**config.mk**
```make
export PLATFORM = sky130hd
export DESIGN_NAME = debug_uart_dumper_flat
export DESIGN_NICKNAME = d
export VERILOG_FILES = /design/src/rtl/debug_uart_dumper_pkg.sv /design/src/rtl/debug_uart_dumper_if.sv /design/src/rtl/debug_uart_dumper_uart_tx_byte.sv /design/src/rtl/debug_uart_dumper.sv /design/src/flat_wrapper.sv
export SDC_FILE = /design/constraint.sdc
export NUM_CORES = 1
export LEC_CHECK = 0
export CORE_UTILIZATION = 55
export CTS_BUF_LIST = sky130_fd_sc_hd__clkbuf_8
export DETAILED_ROUTE_END_ITERATION = 10
export DONT_BUFFER_PORTS = 1
export PLACE_DENSITY = 0.69
export SYNTH_ARGS = -nofsm -noshare
export SYNTH_HDL_FRONTEND = slang
export SYNTH_SLANG_ARGS = --single-unit
export TNS_END_PERCENT = 30
```
**constraint.sdc**
```tcl
create_clock -name clk -period 2.6 [get_ports clk]
set_clock_uncertainty 0.2 [all_clocks]
set_input_delay 0.26 -clock clk [delete_from_list [all_inputs] [get_ports clk]]
set_output_delay 0.26 -clock clk [all_outputs]
set_load 0.03 [all_outputs]
```
**src/rtl/debug_uart_dumper_pkg.sv**
```systemverilog
// Shared constants, FSM state type and frame-size helpers for the debug UART dumper.
package debug_pkg;

  localparam logic [7:0] SYNC_BYTE = 8'hA5;

  typedef enum logic [1:0] {
    IDLE = 2'd0,
    SEND = 2'd1,
    WAIT = 2'd2
  } dump_state_t;

  function automatic int frame_len(input int nw);
    return 4 * nw + 2;
  endfunction

  // Byte index needs at least 5 bits; wider only when the frame outgrows it.
  function automatic int idx_width(input int nw);
    int w;
    w = $clog2(frame_len(nw));
    return (w < 5) ? 5 : w;
  endfunction

endpackage

```
**src/rtl/debug_uart_dumper_if.sv**
```systemverilog
// Trigger/data/status bundle between the debug capture side and the UART dumper.
interface debug_uart_dumper_if #(
  parameter int NUM_WORDS = 3
);
  logic                        trig_i;
  logic [NUM_WORDS-1:0][31:0]  dbg_words_i;
  logic                        uart_tx_o;
  logic                        busy_o;
  logic                        done_o;
  logic                        drop_o;
  logic [15:0]                 frame_cnt_o;

  modport master (
    output trig_i, dbg_words_i,
    input  uart_tx_o, busy_o, done_o, drop_o, frame_cnt_o
  );

  modport slave (
    input  trig_i, dbg_words_i,
    output uart_tx_o, busy_o, done_o, drop_o, frame_cnt_o
  );
endinterface

```
**src/rtl/debug_uart_dumper_uart_tx_byte.sv**
```systemverilog
// 8N1 byte serializer with valid/ready input; ready returns on the final stop-bit edge
// so a queued byte follows with no idle gap.
module uart_tx_byte #(
  parameter int CLKS_PER_BIT = 868
) (
  input  logic       clk,
  input  logic       rst_n,
  input  logic [7:0] byte_i,
  input  logic       vld_i,
  output logic       rdy_o,
  output logic       tx_o
);

  localparam int              BAUD_W    = (CLKS_PER_BIT > 2) ? $clog2(CLKS_PER_BIT) : 1;
  localparam logic [BAUD_W-1:0] BAUD_LAST = BAUD_W'(CLKS_PER_BIT - 1);

  logic              busy_r;
  logic [BAUD_W-1:0] baud_cnt_r;
  logic [3:0]        bit_cnt_r;
  logic [9:0]        shift_r;
  logic              bit_end_s;
  logic              last_edge_s;
  logic              rdy_s;
  logic              take_s;

  // Bit-boundary and handshake decode.
  always_comb begin
    bit_end_s   = busy_r && (baud_cnt_r == BAUD_LAST);
    last_edge_s = bit_end_s && (bit_cnt_r == 4'd9);
    rdy_s       = !busy_r || last_edge_s;
    take_s      = vld_i && rdy_s;
  end

  // Baud/bit counters and shift register; bit 0 of the shift register is the line.
  always_ff @(posedge clk or negedge rst_n) begin
    if (!rst_n) begin
      busy_r     <= 1'b0;
      baud_cnt_r <= {BAUD_W{1'b0}};
      bit_cnt_r  <= 4'd0;
      shift_r    <= 10'h3FF;
    end else if (take_s) begin
      busy_r     <= 1'b1;
      baud_cnt_r <= {BAUD_W{1'b0}};
      bit_cnt_r  <= 4'd0;
      shift_r    <= {1'b1, byte_i, 1'b0};
    end else if (last_edge_s) begin
      busy_r     <= 1'b0;
      baud_cnt_r <= {BAUD_W{1'b0}};
      bit_cnt_r  <= 4'd0;
      shift_r    <= 10'h3FF;
    end else if (bit_end_s) begin
      baud_cnt_r <= {BAUD_W{1'b0}};
      bit_cnt_r  <= bit_cnt_r + 4'd1;
      shift_r    <= {1'b1, shift_r[9:1]};
    end else if (busy_r) begin
      baud_cnt_r <= baud_cnt_r + BAUD_W'(1'b1);
    end else begin
      baud_cnt_r <= {BAUD_W{1'b0}};
      bit_cnt_r  <= 4'd0;
    end
  end

  assign rdy_o = rdy_s;
  assign tx_o  = shift_r[0];

endmodule

```
**src/rtl/debug_uart_dumper.sv**
```systemverilog
// Snapshots NUM_WORDS debug words on trigger and streams them as one framed UART packet:
// SYNC, word bytes MSB first, XOR checksum.
module debug_uart_dumper
  import debug_pkg::*;
#(
  parameter int CLKS_PER_BIT = 868,
  parameter int NUM_WORDS    = 3
) (
  input logic           clk,
  input logic           rst_n,
  debug_uart_dumper_if.slave dbg
);

  localparam int             IDX_W    = idx_width(NUM_WORDS);
  localparam logic [IDX_W-1:0] LAST_IDX = IDX_W'(frame_len(NUM_WORDS) - 1);

  dump_state_t                state_r;
  dump_state_t                state_n_s;
  logic [NUM_WORDS-1:0][31:0] snap_r;
  logic [IDX_W-1:0]           byte_idx_r;
  logic [7:0]                 csum_r;
  logic [7:0]                 data_byte_s;
  logic [7:0]                 tx_byte_s;
  logic                       tx_vld_s;
  logic                       tx_rdy_s;
  logic                       tx_line_s;
  logic                       accept_s;
  logic                       issue_s;
  logic                       frame_end_s;
  logic                       busy_r;
  logic                       done_r;
  logic                       drop_r;
  logic                       trig_q_r;
  logic [15:0]                frame_cnt_r;

  uart_tx_byte #(
    .CLKS_PER_BIT(CLKS_PER_BIT)
  ) u_tx (
    .clk   (clk),
    .rst_n (rst_n),
    .byte_i(tx_byte_s),
    .vld_i (tx_vld_s),
    .rdy_o (tx_rdy_s),
    .tx_o  (tx_line_s)
  );

  // Data byte select: index 1..4*NUM_WORDS walks the snapshot MSB byte first.
  always_comb begin
    data_byte_s = 8'h00;
    for (int w = 0; w < NUM_WORDS; w++) begin
      for (int b = 0; b < 4; b++) begin
        data_byte_s = data_byte_s |
                      ({8{byte_idx_r == IDX_W'(4 * w + b + 1)}} & snap_r[w][8*(3-b) +: 8]);
      end
    end
  end

  // Next-state and serializer feed; SYNC goes out on the accept edge itself.
  always_comb begin
    state_n_s   = state_r;
    tx_vld_s    = 1'b0;
    tx_byte_s   = SYNC_BYTE;
    accept_s    = 1'b0;
    issue_s     = 1'b0;
    frame_end_s = 1'b0;
    case (state_r)
      IDLE: begin
        if (dbg.trig_i && tx_rdy_s) begin
          tx_vld_s  = 1'b1;
          accept_s  = 1'b1;
          state_n_s = SEND;
        end else begin
          state_n_s = IDLE;
        end
      end
      SEND: begin
        tx_vld_s  = 1'b1;
        tx_byte_s = (byte_idx_r == LAST_IDX) ? csum_r : data_byte_s;
        if (tx_rdy_s) begin
          issue_s   = 1'b1;
          state_n_s = (byte_idx_r == LAST_IDX) ? WAIT : SEND;
        end else begin
          state_n_s = SEND;
        end
      end
      WAIT: begin
        if (tx_rdy_s) begin
          frame_end_s = 1'b1;
          state_n_s   = IDLE;
        end else begin
          state_n_s = WAIT;
        end
      end
      default: begin
        state_n_s = IDLE;
      end
    endcase
  end

  // FSM state register.
  always_ff @(posedge clk or negedge rst_n) begin
    if (!rst_n) begin
      state_r <= IDLE;
    end else begin
      state_r <= state_n_s;
    end
  end

  // Snapshot, checksum, index, status flags and frame counter.
  always_ff @(posedge clk or negedge rst_n) begin
    if (!rst_n) begin
      snap_r      <= '{default: 32'h0000_0000};
      byte_idx_r  <= {IDX_W{1'b0}};
      csum_r      <= 8'h00;
      busy_r      <= 1'b0;
      done_r      <= 1'b0;
      drop_r      <= 1'b0;
      trig_q_r    <= 1'b0;
      frame_cnt_r <= 16'h0000;
    end else begin
      trig_q_r <= dbg.trig_i;
      done_r   <= frame_end_s;
      if (accept_s) begin
        snap_r     <= dbg.dbg_words_i;
        csum_r     <= 8'h00;
        byte_idx_r <= IDX_W'(1);
        busy_r     <= 1'b1;
      end else if (issue_s) begin
        byte_idx_r <= byte_idx_r + IDX_W'(1);
        if (byte_idx_r != LAST_IDX) begin
          csum_r <= csum_r ^ data_byte_s;
        end
      end else if (frame_end_s) begin
        busy_r <= 1'b0;
      end
      if (frame_end_s) begin
        frame_cnt_r <= frame_cnt_r + 16'd1;
      end
      // A fresh request arriving mid-frame is lost; a level held from the accept is not.
      if (dbg.trig_i && !trig_q_r && busy_r && !frame_end_s) begin
        drop_r <= 1'b1;
      end
    end
  end

  assign dbg.uart_tx_o   = tx_line_s;
  assign dbg.busy_o      = busy_r;
  assign dbg.done_o      = done_r;
  assign dbg.drop_o      = drop_r;
  assign dbg.frame_cnt_o = frame_cnt_r;

endmodule

```
**src/flat_wrapper.sv**
```systemverilog
// flat-port wrapper written by rule: the top's interface ports become plain ports
module debug_uart_dumper_flat import debug_pkg::*;
#(
  parameter int CLKS_PER_BIT = 868,
  parameter int NUM_WORDS    = 3
)
  (clk, rst_n, dbg_trig_i, dbg_dbg_words_i, dbg_uart_tx_o, dbg_busy_o, dbg_done_o, dbg_drop_o, dbg_frame_cnt_o);
  debug_uart_dumper_if #(.NUM_WORDS(NUM_WORDS)) dbg_i ();
  input logic clk;
  input logic rst_n;
  input wire logic [$bits(dbg_i.trig_i)-1:0] dbg_trig_i;
  input wire logic [$bits(dbg_i.dbg_words_i)-1:0] dbg_dbg_words_i;
  output wire logic [$bits(dbg_i.uart_tx_o)-1:0] dbg_uart_tx_o;
  output wire logic [$bits(dbg_i.busy_o)-1:0] dbg_busy_o;
  output wire logic [$bits(dbg_i.done_o)-1:0] dbg_done_o;
  output wire logic [$bits(dbg_i.drop_o)-1:0] dbg_drop_o;
  output wire logic [$bits(dbg_i.frame_cnt_o)-1:0] dbg_frame_cnt_o;
  assign dbg_i.trig_i = dbg_trig_i;
  assign dbg_i.dbg_words_i = dbg_dbg_words_i;
  assign dbg_uart_tx_o = dbg_i.uart_tx_o;
  assign dbg_busy_o = dbg_i.busy_o;
  assign dbg_done_o = dbg_i.done_o;
  assign dbg_drop_o = dbg_i.drop_o;
  assign dbg_frame_cnt_o = dbg_i.frame_cnt_o;
  debug_uart_dumper #(.CLKS_PER_BIT(CLKS_PER_BIT), .NUM_WORDS(NUM_WORDS)) u_core (.clk(clk), .rst_n(rst_n), .dbg(dbg_i));
endmodule
```
==> flow_metrics.py <==
metrics = {
    "finish": {
        "antennaDiodeCount": 0,
        "fin_util_pct": 69.2,
        "drive_gt1_share_pct": 10.7,
        "area_growth_pct": 23.0,
        "fin_area_um2": 9160,
        "fin_nets": 1021,
        "fill_cells": 1029,
    },
    "sta": {
        "worst_pin_slew_ps": 571,
        "slew_viol_final": 0,
        "max_freq_mhz": 399,
        "setup_violations": 0,
        "hold_viol": 155,
        "slew_headroom_pct": 61.9,
        "hold_ws_ps": -711,
        "period_needed_ps": 2500,
        "grt_setup_unrepaired": "true",
        "fin_crit_sh_pct": 96.3,
    },
    "routing": {
        "via_count": 6267,
        "drtPass1Iterations": 6,
        "drc": 0,
        "antenna_left": 0,
        "drt_iter0_drc": 513,
        "routed_wirelength_um": 19600,
        "vias_per_cell": 5.68,
        "wl_per_cell_um": 17.8,
    },
    "power_and_ir_drop": {
        "power_density_nw_per_um2": 481,
        "leakage_nw": 4.59,
        "finalPower_w": 0.00441,
        "ir_worst_vdd_uv": 346,
    },
    "floorplan": {
        "row_count": 42,
        "dieArea_um2": 14000,
        "num_io_pins": 119,
        "coreArea_um2": 13200,
        "chipWidth_um": 118,
        "start_util_pct": 56.2,
        "chipHeight_um": 118,
    },
    "clock_tree": {
        "cts-root-buf": "clkbuf_8",
        "cts_buffers": 17,
        "cts_hold_buf": 97,
        "htreeDepth": 4,
        "clock_sink_count": 155,
        "clock_latency_ps": 460,
        "cts.clk_slew.worst_paths_ps": 90,
        "cts_tree": "built",
        "cts_buffer_depth": 2,
    },
    "yosys": {
        "avgSynthCellArea_um2": 9.23,
        "syn-num-nets": 914,
        "yosysWarnings": 0,
        "synth_top_flop_cell": "dfrtp_1",
        "ys_types": 79,
        "synth_cells": 807,
        "synth_edf_count": 0,
        "syn_area_um2": 7450,
        "postSynth.asyncResetShare_pct": 100,
        "synth-seq-cells": 155,
        "yosysSeqAreaShare_pct": 52.2,
    },
    "run_status": {
        "status": "complete, but fails checks",
        "violations": "hold timing",
    },
    "critical_path": {
        "cp-end-kind": "flip-flop",
        "worstPathRequired_ps": 2790,
        "critPathMaxFanout": 15,
        "crit_family": "compound AO/OA/AOI/OAI gates",
        "r2r_start": "u_core.byte_idx_r[4]",
        "arrival_ps": 2690,
        "worstPathBufferInverterCount": 1,
        "r2r_end": "u_core.u_tx.shift_r[4]",
        "rrSetupSlack_ps": 100,
        "crit_chain": "buf_4 > nor2b_1 > a22oi_1 > o2111ai_1 > o21ai_0 > a21oi_1",
        "slowest_stage": "dfrtp_1",
        "critical_path.max_stage_delay_ps": 530,
        "cp-start-kind": "flip-flop",
        "crit_type": "reg2reg",
        "ff2ff_path_depth": 6,
    },
    "global_route": {
        "grt_max_degree": 156,
        "grtUsageMet3_pct": 6.32,
        "grt_use_met2_pct": 48.6,
        "grt_first_pass_wirelength_um": 31900,
        "overflow": 0,
        "grt_usage_pct": 29.5,
        "grt_antenna_before_repair": 0,
        "grt_pass1_vias": 6410,
        "grt_busiest_layer": "met2",
        "grt_use_met1_pct": 36.1,
    },
    "placement": {
        "gp_congestion": 0.912,
        "port_buffers": 0,
        "placed_area_um2": 7780,
        "dp_hpwl_um": 12300,
    },
    "flow_run": {
        "max_cap_violations": 0,
    },
    "hold_path": {
        "hold_path.class": "in2async",
    },
}
## registers in the layout (all words and copies together) (netlist names)
signal,count
u_core.dbg.drop_o,1
u_core.u_tx.shift_r,9
u_core.u_tx.busy_r,1
u_core.state_r,2
u_core.byte_idx_r,5
u_core.dbg.busy_o,1
u_core.csum_r,8
u_core.trig_q_r,1
u_core.snap_r,96
u_core.dbg.frame_cnt_o,16
u_core.dbg.done_o,1
u_core.u_tx.bit_cnt_r,4
u_core.u_tx.baud_cnt_r,10
## final cells by class
cell class	instances	area, um^2	area share [%]
Sequential cell	155	3890	42.5
Timing Repair Buffer	129	1270	13.9
Inverter	16	60.1	0.655
Tap cell	176	220	2.40
Clock inverter	14	156	1.71
Multi-Input combinational cell	595	3310	36.2
Clock buffer	18	248	2.70
## placed cells by master, fill, tap and decap left out, types with 4 or more instances in the layout
master / Yosys / final
o21ai_1: 6 / 6
inv_1: 15 / 18
and3_1: 7 / 7
o21ai_0: 11 / 11
dfrtp_1: 146 / 146
dlygate4sd3_1: 0 / 97
xor2_1: 8 / 8
mux2_2: 9 / 9
ha_1: 8 / 8
o2bb2ai_1: 5 / 5
a22oi_1: 6 / 6
a21oi_1: 15 / 15
clkinv_4: 0 / 4
nor2_1: 25 / 25
and2_1: 7 / 7
mux2i_1: 16 / 16
a32oi_1: 6 / 6
nand4_1: 8 / 8
nand2b_1: 5 / 5
o22ai_1: 12 / 12
a31oi_1: 5 / 5
nand3_1: 20 / 20
a32o_1: 4 / 4
buf_12: 0 / 5
xnor2_1: 16 / 16
clkinv_2: 0 / 4
nand2_1: 317 / 317
nor2b_1: 9 / 9
dfstp_2: 9 / 9
buf_4: 3 / 27
clkbuf_8: 0 / 18
## per-layer routing
metal	up-vias	wire (um)
li1	2931	-
met1	3047	8080
met2	228	9740
met3	61	963
met4	0	843
met5	-	0
## synth_stat cells, types with 8 or more instances
| library cell | n | area (um^2) |
|---|---|---|
| buf_2 | 20 | 100 |
| mux2i_1 | 16 | 160 |
| o22ai_1 | 12 | 75.1 |
| nor2_1 | 25 | 93.8 |
| xnor2_1 | 16 | 140 |
| a21oi_1 | 15 | 75.1 |
| ha_1 | 8 | 100 |
| nand4_1 | 8 | 50.1 |
| dfstp_2 | 9 | 236 |
| mux2_2 | 9 | 101 |
| o21ai_0 | 11 | 55.1 |
| inv_1 | 15 | 56.3 |
| xor2_1 | 8 | 70.1 |
| nor2b_1 | 9 | 56.3 |
| dfrtp_1 | 146 | 3650 |
| nand3_1 | 20 | 100 |
| clkbuf_1 | 18 | 67.6 |
| nand2_1 | 317 | 1190 |
## report_power, final
part / internal (W) / switching (W) / leakage [nW]
clock: 0.000962 / 0.000907 / 0.220
combinational: 0.000100 / 0.0000300 / 2.34
sequential: 0.00241 / 0.000000189 / 2.03
## through the flow
stage	cells	setup TNS (ps)	hold WS, ps	setup slack [ps]
detailed placement	974	0	-230	116
global placement	974	0	-229	116
global route	1103	-29.5	-747	-29.1
finish	1103	0	-711	95.9
CTS	1103	0	-748	107
floorplan	807	0	-236	271
## what timing repair did
action                                  CTS  global route
endpoints found under the hold margin   257           155
resized for setup                         0             2
endpoints found under the setup margin    0             5
buffers inserted                          0             0
## worst max-delay path by stage
stage / startpoint / to / cells after the start
after floorplan: u_core.u_tx.bit_cnt_r[1] / u_core.dbg.frame_cnt_o[15] / 7
after global placement: u_core.byte_idx_r[0] / u_core.csum_r[5] / 9
after detailed placement: u_core.byte_idx_r[0] / u_core.csum_r[5] / 9
after CTS: u_core.byte_idx_r[0] / u_core.csum_r[5] / 9
after global routing: u_core.byte_idx_r[0] / u_core.csum_r[7] / 9
final: u_core.byte_idx_r[4] / u_core.u_tx.shift_r[4] / 6
## cell families after synthesis
logic type / count (synthesis) / share of synthesized area (%)
xor+xnor: 25 / 3.04
mux: 27 / 3.81
buf+inv: 57 / 3.36
flops: 155 / 52.2
fa+ha+maj: 8 / 1.34
compound gates: 104 / 10.5
simple gates: 431 / 25.7
No activity file was read; power rests on OpenSTA's default activity.
